`src/rtl/escalonar_ativo_pkg.sv`:
```
// Shared definitions for the active-node scheduler and its classifier:
// default geometry and the controller state encoding.
package escalonar_ativo_pkg;

  localparam int NUM_NA_DEF         = 8;
  localparam int CRITERIO_WIDTH_DEF = 5;
  localparam int INDEX_WIDTH_DEF    = 3;
  localparam int TIMEOUT_DEF        = NUM_NA_DEF + 4;
  localparam int TIMER_WIDTH_DEF    = 4;

  typedef enum logic [2:0] {
    OCIOSO  = 3'd0,
    DISPARA = 3'd1,
    ESPERA  = 3'd2,
    BUSCA   = 3'd3,
    ENTREGA = 3'd4
  } ea_state_e;

endpackage

```
`src/rtl/escalonar_ativo.sv`:
```
// Scheduler: fires the classifier, waits for its minimum (with timeout), then
// scans the active nodes for the first one holding that minimum and hands it out.
module escalonar_ativo
  import escalonar_ativo_pkg::*;
#(
  parameter int NUM_NA         = NUM_NA_DEF,
  parameter int CRITERIO_WIDTH = CRITERIO_WIDTH_DEF,
  parameter int INDEX_WIDTH    = INDEX_WIDTH_DEF,
  parameter int TIMEOUT        = TIMEOUT_DEF,
  parameter int TIMER_WIDTH    = TIMER_WIDTH_DEF
) (
  input  logic                             clk,
  input  logic                             rst_n,
  input  logic                             ea_iniciar_in,
  input  logic [NUM_NA-1:0]                na_ativo_in,
  input  logic [NUM_NA*CRITERIO_WIDTH-1:0] na_criterio_in,
  input  logic                             ca_pronto_in,
  input  logic [CRITERIO_WIDTH-1:0]        ca_criterio_geral_in,
  output logic                             ea_atualizar_out,
  output logic                             ea_ocupado_o,
  output logic                             ea_valido_o,
  output logic [INDEX_WIDTH-1:0]           ea_indice_out,
  output logic [CRITERIO_WIDTH-1:0]        ea_criterio_out,
  input  logic                             ea_ack_in,
  output logic                             ea_vazio_o,
  output logic                             ea_erro_o
);

  localparam logic [INDEX_WIDTH-1:0] LastIdx     = INDEX_WIDTH'(NUM_NA - 1);
  localparam logic [TIMER_WIDTH-1:0] TimeoutLast = TIMER_WIDTH'(TIMEOUT - 1);

  ea_state_e                 state_q;
  logic [TIMER_WIDTH-1:0]    timer_q;
  logic [TIMER_WIDTH-1:0]    timer_d;
  logic [INDEX_WIDTH-1:0]    scanIdx_q;
  logic [CRITERIO_WIDTH-1:0] minimo_q;
  logic [INDEX_WIDTH-1:0]    indice_q;
  logic [CRITERIO_WIDTH-1:0] criterio_q;
  logic                      valido_q;
  logic                      vazio_q;
  logic                      erro_q;

  logic [CRITERIO_WIDTH-1:0] criterioNo [NUM_NA];
  logic                      nodeMatch;

  for (genvar g = 0; g < NUM_NA; g++) begin : g_unpack
    assign criterioNo[g] = na_criterio_in[CRITERIO_WIDTH*g +: CRITERIO_WIDTH];
  end

  assign timer_d   = (timer_q == '1) ? timer_q : timer_q + 1'b1;
  assign nodeMatch = na_ativo_in[scanIdx_q] && (criterioNo[scanIdx_q] == minimo_q);

  // timer_q==0 marks the first ESPERA cycle, where pronto is still left over
  // from the previous classifier run and must not be trusted.
  always_ff @(posedge clk or negedge rst_n) begin
    if (!rst_n) begin
      state_q    <= OCIOSO;
      timer_q    <= '0;
      scanIdx_q  <= '0;
      minimo_q   <= '0;
      indice_q   <= '0;
      criterio_q <= '0;
      valido_q   <= 1'b0;
      vazio_q    <= 1'b0;
      erro_q     <= 1'b0;
    end else begin
      vazio_q <= 1'b0;
      erro_q  <= 1'b0;
      unique case (state_q)
        OCIOSO: begin
          if (ea_iniciar_in) state_q <= DISPARA;
        end
        DISPARA: begin
          timer_q <= '0;
          state_q <= ESPERA;
        end
        ESPERA: begin
          timer_q <= timer_d;
          if ((timer_q != '0) && ca_pronto_in) begin
            minimo_q  <= ca_criterio_geral_in;
            scanIdx_q <= '0;
            state_q   <= BUSCA;
          end else if (timer_q == TimeoutLast) begin
            erro_q  <= 1'b1;
            state_q <= OCIOSO;
          end
        end
        BUSCA: begin
          if (nodeMatch) begin
            indice_q   <= scanIdx_q;
            criterio_q <= criterioNo[scanIdx_q];
            valido_q   <= 1'b1;
            state_q    <= ENTREGA;
          end else if (scanIdx_q == LastIdx) begin
            vazio_q <= 1'b1;
            state_q <= OCIOSO;
          end else begin
            scanIdx_q <= scanIdx_q + 1'b1;
          end
        end
        ENTREGA: begin
          if (ea_ack_in) begin
            valido_q <= 1'b0;
            state_q  <= ea_iniciar_in ? DISPARA : OCIOSO;
          end
        end
        default: state_q <= OCIOSO;
      endcase
    end
  end

  assign ea_atualizar_out = (state_q == DISPARA);
  assign ea_ocupado_o     = (state_q != OCIOSO);
  assign ea_valido_o      = valido_q;
  assign ea_indice_out    = indice_q;
  assign ea_criterio_out  = criterio_q;
  assign ea_vazio_o       = vazio_q;
  assign ea_erro_o        = erro_q;

endmodule
```
`config.mk`:
```
export PLATFORM = sky130hd
export DESIGN_NAME = escalonar_ativo
export DESIGN_NICKNAME = d
export VERILOG_FILES = /design/src/rtl/escalonar_ativo_pkg.sv /design/src/rtl/escalonar_ativo.sv
export SDC_FILE = /design/constraint.sdc
export NUM_CORES = 1
export LEC_CHECK = 0
export CORE_ASPECT_RATIO = 0.8
export CORE_UTILIZATION = 47
export CTS_CLUSTER_DIAMETER = 60
export DETAILED_ROUTE_END_ITERATION = 12
export PLACE_DENSITY = 0.92
export SETUP_SLACK_MARGIN = 0.2
export SKIP_CTS_REPAIR_TIMING = 1
export SYNTH_ARGS = -nofsm -noshare
export SYNTH_HDL_FRONTEND = slang
export SYNTH_SLANG_ARGS = --single-unit
```
`constraint.sdc`:
```
create_clock -name clk -period 5.5 [get_ports clk]
set_input_delay 1.1 -clock clk [delete_from_list [all_inputs] [get_ports clk]]
set_output_delay 1.1 -clock clk [all_outputs]
set_load 0.02 [all_outputs]
```
==> reports/metrics.yaml, run 1 <==
dp_hpwl_um: 3170
worst_slew_pin_slew_ns: 0.933
drtPass1Iterations: 4
vias_per_cell: 5.44
vias: 1496
drcViolationCount: 0
min_path_type: "flip-flop to flip-flop"
ff2ff_setup_slack_ns: 2.88
post-route-min-period_ns: 3.14
outcome: "finished, final reports clean"
grt_pass1_vias: 1516
final_cell_mix: "clkdlybuf4s50_1, dfrtp_1, mux2i_1"
synth.ff_latch_count: 26
worst-endpoint-arrival_ns: 3.31
synth_cells: 164
postSynth.asyncResetShare_pct: 100
rsz0062_at_grt: "false"
clock_sinks: 26
setup_viol: 0
core_area_um2: 3570
portBuffers: 70
syn_nets: 226
r2r-start: "scanIdx_q[0]"
num_rows: 19
routabilityCongestion: 0.888
cp_max_fo: 9
final_max_slew_viol_count: 0
grt_overflow_total: 0
track_usage_pct: 21.1
leakage_nw: 1.16
skew_ns: 0.00624
antenna_cells: 0
cts_buffers: 3
yosysUniqueCellTypes: 47
grt_pass1_wl_um: 6780
rr_worst_depth: 7
ys.flop_type: "dfrtp_1"
grt_max_degree: 27
wl_per_cell_um: 14.4
r2r-end: "ea_indice_out[2]"
hold_path_end: "ea_erro_o"
pre_cts_ws_ns: 2.06
synth_edf_count: 0
mostFrequentLayoutCell: "clkdlybuf4s50_1"
root_buffer: "clkbuf_8"
required_ns: 5.66
hold_slack_ns: 0.518
yosysSeqAreaShare_pct: 35.6
cp-start-kind: "input port"
die_w_um: 71.7
clk_path_buf_depth: 2
post_synth_instance_area_um2: 1830
slew_headroom_pct: 37.7
io_pins: 71
drtAntennaViolNets: 0
die_h_um: 57.7
power_mw: 1.13
dr.first_iter.drc_count: 92
cts_tree: "done"
wl_um: 3970
hp-start: "timer_q[2]"
utilization_pct: 72.8
worstHoldPathCells: 1
drv_cap: 0
h-tree-depth: 1
fmaxAchievable_mhz: 318
nets: 296
drive_gt1_share_pct: 12.4
cts.reportedPaths.clkPinSlew_ns: 0.09
antenna_found_initial: 0
critPathKind: "input port to flip-flop"
fin_crit_sh_pct: 57.2
yosysWarnings: 0
fin_setup_tns_ns: 0
clk-insertion-delay-late_ns: 0.27
final.setup.worst_slack_ns: 2.36
initial_utilization_pct: 51.2
end_kind: "flip-flop"
postSynthAreaPerCell_um2: 11.1
die-area_um2: 4140
p_per_area_nw_per_um2: 435
vdd_ir_drop_max_mv: 0.347
final-hold-violation-count: 0
areaGrowthSynthToFinish_pct: 42.2
Yosys cell counts, drive strengths merged, types with 2 or more instances:
cell / n / area, µm²
a311o: 3 / 30.0
xnor2: 4 / 42.6
nand2b: 2 / 12.5
and2: 2 / 12.5
nor2b: 5 / 31.3
a21oi: 5 / 28.8
and3b: 3 / 26.3
a22oi: 2 / 15.0
dfrtp: 26 / 651
nand3: 5 / 25.0
ha: 4 / 50.1
clkbuf: 2 / 7.51
nand4: 2 / 27.5
mux2i: 22 / 233
a21o: 3 / 22.5
mux4: 6 / 135
nor2: 9 / 33.8
a31oi: 4 / 25.0
and3: 2 / 12.5
inv: 10 / 37.5
xor2: 2 / 25.0
buf: 5 / 46.3
nand2: 13 / 48.8
mux2: 10 / 128
how the worst max path moves through the flow:
stage                             from                to  slack, ns
floorplan           na_criterio_in[36]  ea_indice_out[2]       2.70
global placement    na_criterio_in[36]  ea_indice_out[2]       2.13
CTS                 na_criterio_in[36]  ea_indice_out[2]       2.36
finish              na_criterio_in[32]  ea_indice_out[2]       2.36
detailed placement  na_criterio_in[36]  ea_indice_out[2]       2.06
global route        na_criterio_in[37]  ea_indice_out[2]       2.27
logic make-up (layout without fill, tap and decap cells):
group           Yosys count  after routing  share of synthesized area (%)
compound gates           26             26                           10.8
xor+xnor                  6              6                           3.70
fa+ha+maj                 4              4                           2.74
buf+inv                  17             86                           5.00
flops                    26             26                           35.6
mux                      38             38                           27.1
simple gates             47             47                           14.9
area by class of cell:
type	instances	area, µm²
multi-input combinational	121	1080
fill	256	971
timing repair buffer	72	716
sequential	26	651
clock buffer	4	55.1
tap	42	52.6
inverter	10	37.5
per-layer routing:
metal	vias to the layer above	share of wire (%)	global-route usage, %
met2	40	48	36.5
met1	710	48	28.0
met3	0	4.0	5.04
li1	746	-	-
met5	-	0	0
met4	0	0	2.24
state kept, by name, summed over array words and instances, names as in the netlist:
signal and count:
ea_vazio_o 1, ea_erro_o 1, scanIdx_q 3, minimo_q 5
ea_valido_o 1, state_q 3, timer_q 4, ea_indice_out 3
ea_criterio_out 5
worst max-delay path: stages:
cell	delay (ns)
clkdlybuf4s50_1	0.46
mux2i_1	0.07
mux4_2	0.52
xnor2_1	0.16
a21oi_2	0.33
nand4_4	0.30
mux2_4	0.37
stage by stage:
step / cell area [µm²] / std cells
after floorplan: 1830 / 164
after global placement: 2540 / 271
after detailed placement: 2540 / 271
after CTS: 2590 / 275
after global routing: 2590 / 275
final: 2590 / 275
power by group:
part / internal (mW) / switching, mW / total, mW
sequential: 0.261 / 0.0856 / 0.346
combinational: 0.333 / 0.326 / 0.659
clock: 0.0640 / 0.0589 / 0.123
total: 0.658 / 0.470 / 1.13
Note: power is estimated with default switching activity, not from simulation.
==> run 2: changes to the inputs <==
--- a/config.mk
+++ b/config.mk
@@ -6,10 +6,10 @@
 export NUM_CORES = 1
 export LEC_CHECK = 0
 export CORE_ASPECT_RATIO = 0.8
-export CORE_UTILIZATION = 47
+export CORE_UTILIZATION = 44
 export CTS_CLUSTER_DIAMETER = 60
 export DETAILED_ROUTE_END_ITERATION = 12
-export PLACE_DENSITY = 0.92
+export PLACE_DENSITY = 0.88
 export SETUP_SLACK_MARGIN = 0.2
 export SKIP_CTS_REPAIR_TIMING = 1
 export SYNTH_ARGS = -nofsm -noshare
==> constraint.sdc (replaced) <==
create_clock -name clk -period 3 [get_ports clk]
set_input_delay 0.6 -clock clk [delete_from_list [all_inputs] [get_ports clk]]
set_output_delay 0.6 -clock clk [all_outputs]
set_load 0.02 [all_outputs]
==> run 2 against run 1 <==
Clock skew is 0.0050 ns higher. First-iteration DRC count increased by 32%. Non-clock buffer count is 4 higher. Cell count rose by 6.2%. Die area rose by 6.6%. Hold slack gained 0.00068 ns. Critical endpoint is now ea_criterio_out[3]. Highest routed layer is now met4.
==> reports/metrics.yaml, run 2 (synthesis gave the netlist of run 1 again) <==
final_max_slew_viol_count: 0  # unchanged
portBuffers: 70  # unchanged
drv_cap: 0  # unchanged
routabilityCongestion: 0.781  # -12%
end_kind: "flip-flop"
core_area_um2: 3880  # +8.8%
fin_crit_sh_pct: 86.5
dp_hpwl_um: 3710  # +17%
crit_path_frequent_cell: "mux2i_1"
initial_utilization_pct: 47.1  # -4.1 points
place_inst: 288  # +6.3%
vdd_ir_drop_max_mv: 0.504  # +45%
post-route-min-period_ns: 2.60
areaGrowthSynthToFinish_pct: 45.4
drive_gt1_share_pct: 13.9  # +1.5 points
drtAntennaViolNets: 0  # unchanged
worst_slew_pin_slew_ns: 0.619  # -0.314 ns
required_ns: 3.15  # -2.51 ns
cts_tree: "done"
cp-start-kind: "input port"
cp_max_fo: 7  # -2
drcViolationCount: 0  # unchanged
fin_cells: 292  # +6.2%
grt_overflow_total: 0  # unchanged
leakage_nw: 1.18  # +1.9%
track_usage_pct: 23.1  # +2.0 points
min_path_type: "flip-flop to flip-flop"
setup_viol: 0  # unchanged
die_h_um: 59.6  # +3.2%
power_mw: 2.14  # +89%
crit_slowest_cell: "mux4_2"
clk-insertion-delay-late_ns: 0.27  # about the same
fmaxAchievable_mhz: 385
clock_sinks: 26  # unchanged
mostFrequentLayoutCell: "clkdlybuf4s50_1"
io_pins: 71  # unchanged
skew_ns: 0.0112  # +0.00495 ns
slew_headroom_pct: 57.7  # +20 points
fill_cells: 289  # +13%
die_w_um: 74.0  # +3.3%
die-area_um2: 4410  # +6.6%
rsz0062_at_grt: "false"
cp_cell_sequence: "clkdlybuf4s50_1 -> mux2i_1 -> mux4_2 -> xnor2_2 -> nor3_4 -> nand4_4 -> buf_4 -> mux2i_1"
wl_per_cell_um: 15.4  # +6.7%
outcome: "finished, final reports clean"
wl_um: 4500  # +13%
dr.first_iter.drc_count: 121  # +32%
critPathMaxStageDelay_ns: 0.53  # about the same
cts_buffers: 3  # unchanged
cts.reportedPaths.clkPinSlew_ns: 0.09  # about the same
root_buffer: "clkbuf_8"
drtPass1Iterations: 4  # unchanged
nets: 300  # +1.4%
clk_path_buf_depth: 2  # unchanged
grt_max_degree: 27  # unchanged
worst-endpoint-arrival_ns: 2.74  # -0.57 ns
critPathKind: "input port to flip-flop"
h-tree-depth: 1  # unchanged
antenna_found_initial: 0  # unchanged
ff2ff_setup_slack_ns: 0.40  # -2.48 ns
utilization_pct: 68.4  # -4.4 points
final-hold-violation-count: 0  # unchanged
final_cell_mix: "clkdlybuf4s50_1, dfrtp_1, mux2i_1"
fin_setup_tns_ns: 0  # unchanged
p_per_area_nw_per_um2: 806  # +85%
vias: 1584  # +5.9%
num_rows: 20  # +1
grt_pass1_wl_um: 7600  # +12%
vias_per_cell: 5.42  # -0.28%
hold_slack_ns: 0.519  # +0.000680 ns
antenna_cells: 0  # unchanged
grt_pass1_vias: 1589  # +4.8%
run 2: changes by cell type in the layout (fill, tap and decap cells not counted), sizes merged:
cell,previous run,this run
buf,2,6
run 2: final cells by class:
cell class	instances	area, µm²	share of cell area (%)
multi-input cells	121	1080	40.8
repair buffers	76	758	28.6
flip-flops and latches	26	651	24.5
well taps	55	68.8	2.59
clock buffers	4	55.1	2.07
inverters	10	37.5	1.41
run 2: where the power goes:
group / internal (mW) / switching [mW]
Sequential: 0.478 / 0.184
Combinational: 0.654 / 0.596
Clock: 0.117 / 0.109
run 2: layer usage:
metal / wire [µm] / GRT usage [%]
met4: 37 / 3.85
met1: 1900 / 29.5
met3: 260 / 4.25
met2: 2300 / 41.3
met5: 0 / 0
run 2: critical path: cells and delay by family:
kind	cells	cell delay [ns]
xor gates and xnor gates	1	0.18
buffers and inverters	2	0.69
muxes	3	0.72
and+or+nand+nor	2	0.55
run 2: path summary, 6_finish.rpt:
path	startpoint	end	cells after the start
setup / recovery	na_criterio_in[16]	ea_criterio_out[3]	8
hold / removal	ea_indice_out[2]	ea_indice_out[2]	1
setup reg to reg	scanIdx_q[0]	scanIdx_q[1]	8
hold reg to reg	ea_indice_out[2]	ea_indice_out[2]	1
max in group asynchronous	rst_n	timer_q[0]	2
min in group asynchronous	rst_n	ea_indice_out[2]	2
run 2: stage by stage:
step,instance area (µm²),setup slack [ns]
finish,2650,0.404
global route,2650,0.229
CTS,2650,0.385
detailed placement,2600,0.111
global placement,2600,0.192
floorplan,1830,0.586
==> run 3: changes to the inputs <==
--- a/config.mk
+++ b/config.mk
@@ -5,11 +5,12 @@
 export SDC_FILE = /design/constraint.sdc
 export NUM_CORES = 1
 export LEC_CHECK = 0
+export ABC_CLOCK_PERIOD_IN_PS = 3000
 export CORE_ASPECT_RATIO = 0.8
 export CORE_UTILIZATION = 44
 export CTS_CLUSTER_DIAMETER = 60
 export DETAILED_ROUTE_END_ITERATION = 12
-export PLACE_DENSITY = 0.88
+export PLACE_DENSITY = 0.81
 export SETUP_SLACK_MARGIN = 0.2
 export SKIP_CTS_REPAIR_TIMING = 1
 export SYNTH_ARGS = -nofsm -noshare
==> run 3 against run 2 <==
Sequential share of layout area rose by 0.082 points. Combinational power fell by 4%. Die area did not move. Core utilization fell by 0.097 points. Hold slack improved by 0.0033 ns. Critical path depth did not move. First-iteration DRC count fell by 40%. Via count fell by 0.76%. Cell count rose by 0.34%. Maximum frequency rose by 2.1%. Clock skew fell by 0.0079 ns. Critical path type unchanged. Largest cell class unchanged.
==> reports/metrics.yaml, run 3 (synthesis gave the netlist of run 1 again) <==
worst_slew_pin_slew_ns: 0.791  # +0.172 ns
io_pins: 71  # unchanged
vias: 1572  # -0.76%
crit_start: "na_criterio_in[32]"
nets: 301  # +0.33%
final_max_slew_viol_count: 0  # unchanged
design_area_um2: 2650  # -0.14%
die_w_um: 74.0  # unchanged
grt_overflow_total: 0  # unchanged
post-route-min-period_ns: 2.54  # -0.0527 ns
num_rows: 20  # unchanged
vdd_ir_drop_max_mv: 0.507  # +0.76%
core_area_um2: 3880  # unchanged
areaGrowthSynthToFinish_pct: 45.2
fin_cells: 293  # +0.34%
fin_crit_sh_pct: 84.8  # -1.8 points
drtAntennaViolNets: 0  # unchanged
placement.cell_area_um2: 2590  # -0.19%
cp-start-kind: "input port"
initial_utilization_pct: 47.1  # unchanged
pre_cts_ws_ns: 0.162  # +0.0508 ns
hold_slack_ns: 0.522  # +0.00329 ns
dr.first_iter.drc_count: 72  # -40%
clk_path_buf_depth: 2  # unchanged
die-area_um2: 4410  # unchanged
multi_input_comb_area_um2: 1080  # unchanged
final-hold-violation-count: 0  # unchanged
antenna_found_initial: 0  # unchanged
drv_cap: 0  # unchanged
wl_per_cell_um: 15.0  # -2.6%
portBuffers: 70  # unchanged
root_buffer: "clkbuf_8"
final_cell_mix: "clkdlybuf4s50_1, dfrtp_1, mux2i_1"
mostFrequentLayoutCell: "clkdlybuf4s50_1"
rsz0062_at_grt: "false"
end_kind: "flip-flop"
grt_pass1_vias: 1556  # -2.1%
track_usage_pct: 22.6  # -0.48 points
clk-insertion-delay-late_ns: 0.27  # about the same
r2r-start: "scanIdx_q[0]"
drcViolationCount: 0  # unchanged
setup_viol: 0  # unchanged
routabilityCongestion: 0.736  # -5.8%
antenna_cells: 0  # unchanged
vias_per_cell: 5.37  # -1.1%
hp-start: "ea_indice_out[2]"
required_ns: 3.15  # about the same
clock_sinks: 26  # unchanged
place_inst: 289  # +0.35%
fill_cells: 310  # +7.3%
cts_tree: "done"
grt_max_degree: 27  # unchanged
drtPass1Iterations: 5  # +1
register_area_um2: 652  # +0.19%
cts_buffers: 3  # unchanged
drive_gt1_share_pct: 14.7  # +0.78 points
slew_headroom_pct: 47.2  # -10 points
outcome: "finished, final reports clean"
worst-endpoint-arrival_ns: 2.70  # -0.04 ns
fmaxAchievable_mhz: 393  # +2.1%
cts.reportedPaths.clkPinSlew_ns: 0.09  # about the same
p_per_area_nw_per_um2: 793  # -1.5%
leakage_nw: 1.18  # about the same
die_h_um: 59.6  # unchanged
grt_pass1_wl_um: 7510  # -1.3%
skew_ns: 0.00326  # -0.00794 ns
dp_hpwl_um: 3520  # -5.2%
min_path_type: "flip-flop to flip-flop"
h-tree-depth: 1  # unchanged
cp_max_fo: 7  # unchanged
wl_um: 4400  # -2.3%
critPathKind: "input port to flip-flop"
fin_setup_tns_ns: 0  # unchanged
final.setup.worst_slack_ns: 0.456  # +0.0527 ns
[run 3: cell types whose count changed in the layout (fill, tap and decap cells not counted), sizes merged]
cell,delta
buf,+1
[run 3: metrics by stage]
stage                     power (mW)  utilization (%)
after floorplan                 1.54                -
after global placement          1.86             66.9
after detailed placement        1.88             66.9
after CTS                       2.11             68.3
after global routing            2.27             68.3
final                           2.10             68.3
[run 3: final timing paths]
check | to | slack (ns) | cells after the start
max | ea_criterio_out[3] | 0.46 | 8
min | ea_indice_out[2] | 0.52 | 1
max reg2reg | ea_criterio_out[3] | 0.51 | 7
min reg2reg | ea_indice_out[2] | 0.52 | 1
max in group asynchronous | scanIdx_q[0] | 2.05 | 2
min in group asynchronous | state_q[0] | 0.68 | 2
[run 3: where the power goes]
group	leakage [nW]	switching (mW)	total, mW	internal (mW)
Clock	0.0288	0.110	0.227	0.117
Combinational	0.841	0.563	1.20	0.639
Sequential	0.314	0.194	0.673	0.479
[run 3: area by class of cell]
cell class	count	area share [%]
multi-input combinational	121	40.9
timing repair buffer	77	28.4
tap	55	2.60
inverter	10	1.42
clock buffer	4	2.08
sequential	26	24.6
[run 3: worst max-delay path: stages]
cell	delay [ns]
clkdlybuf4s50_1	0.46
mux2i_1	0.06
mux4_2	0.52
xnor2_1	0.16
a21oi_2	0.31
nand4_4	0.26
buf_4	0.23
mux2i_1	0.11
[run 3: routing by layer]
metal  part of all wire (%)  vias to the layer above  GRT usage [%]  routed length [µm]
met5                      0                        -              0                   0
met4                    1.7                        0           4.67                  74
met1                     47                      765           31.4                2070
met3                    3.8                        8           5.61                 167
met2                     47                       44           35.8                2080
li1                       -                      755              -                   -
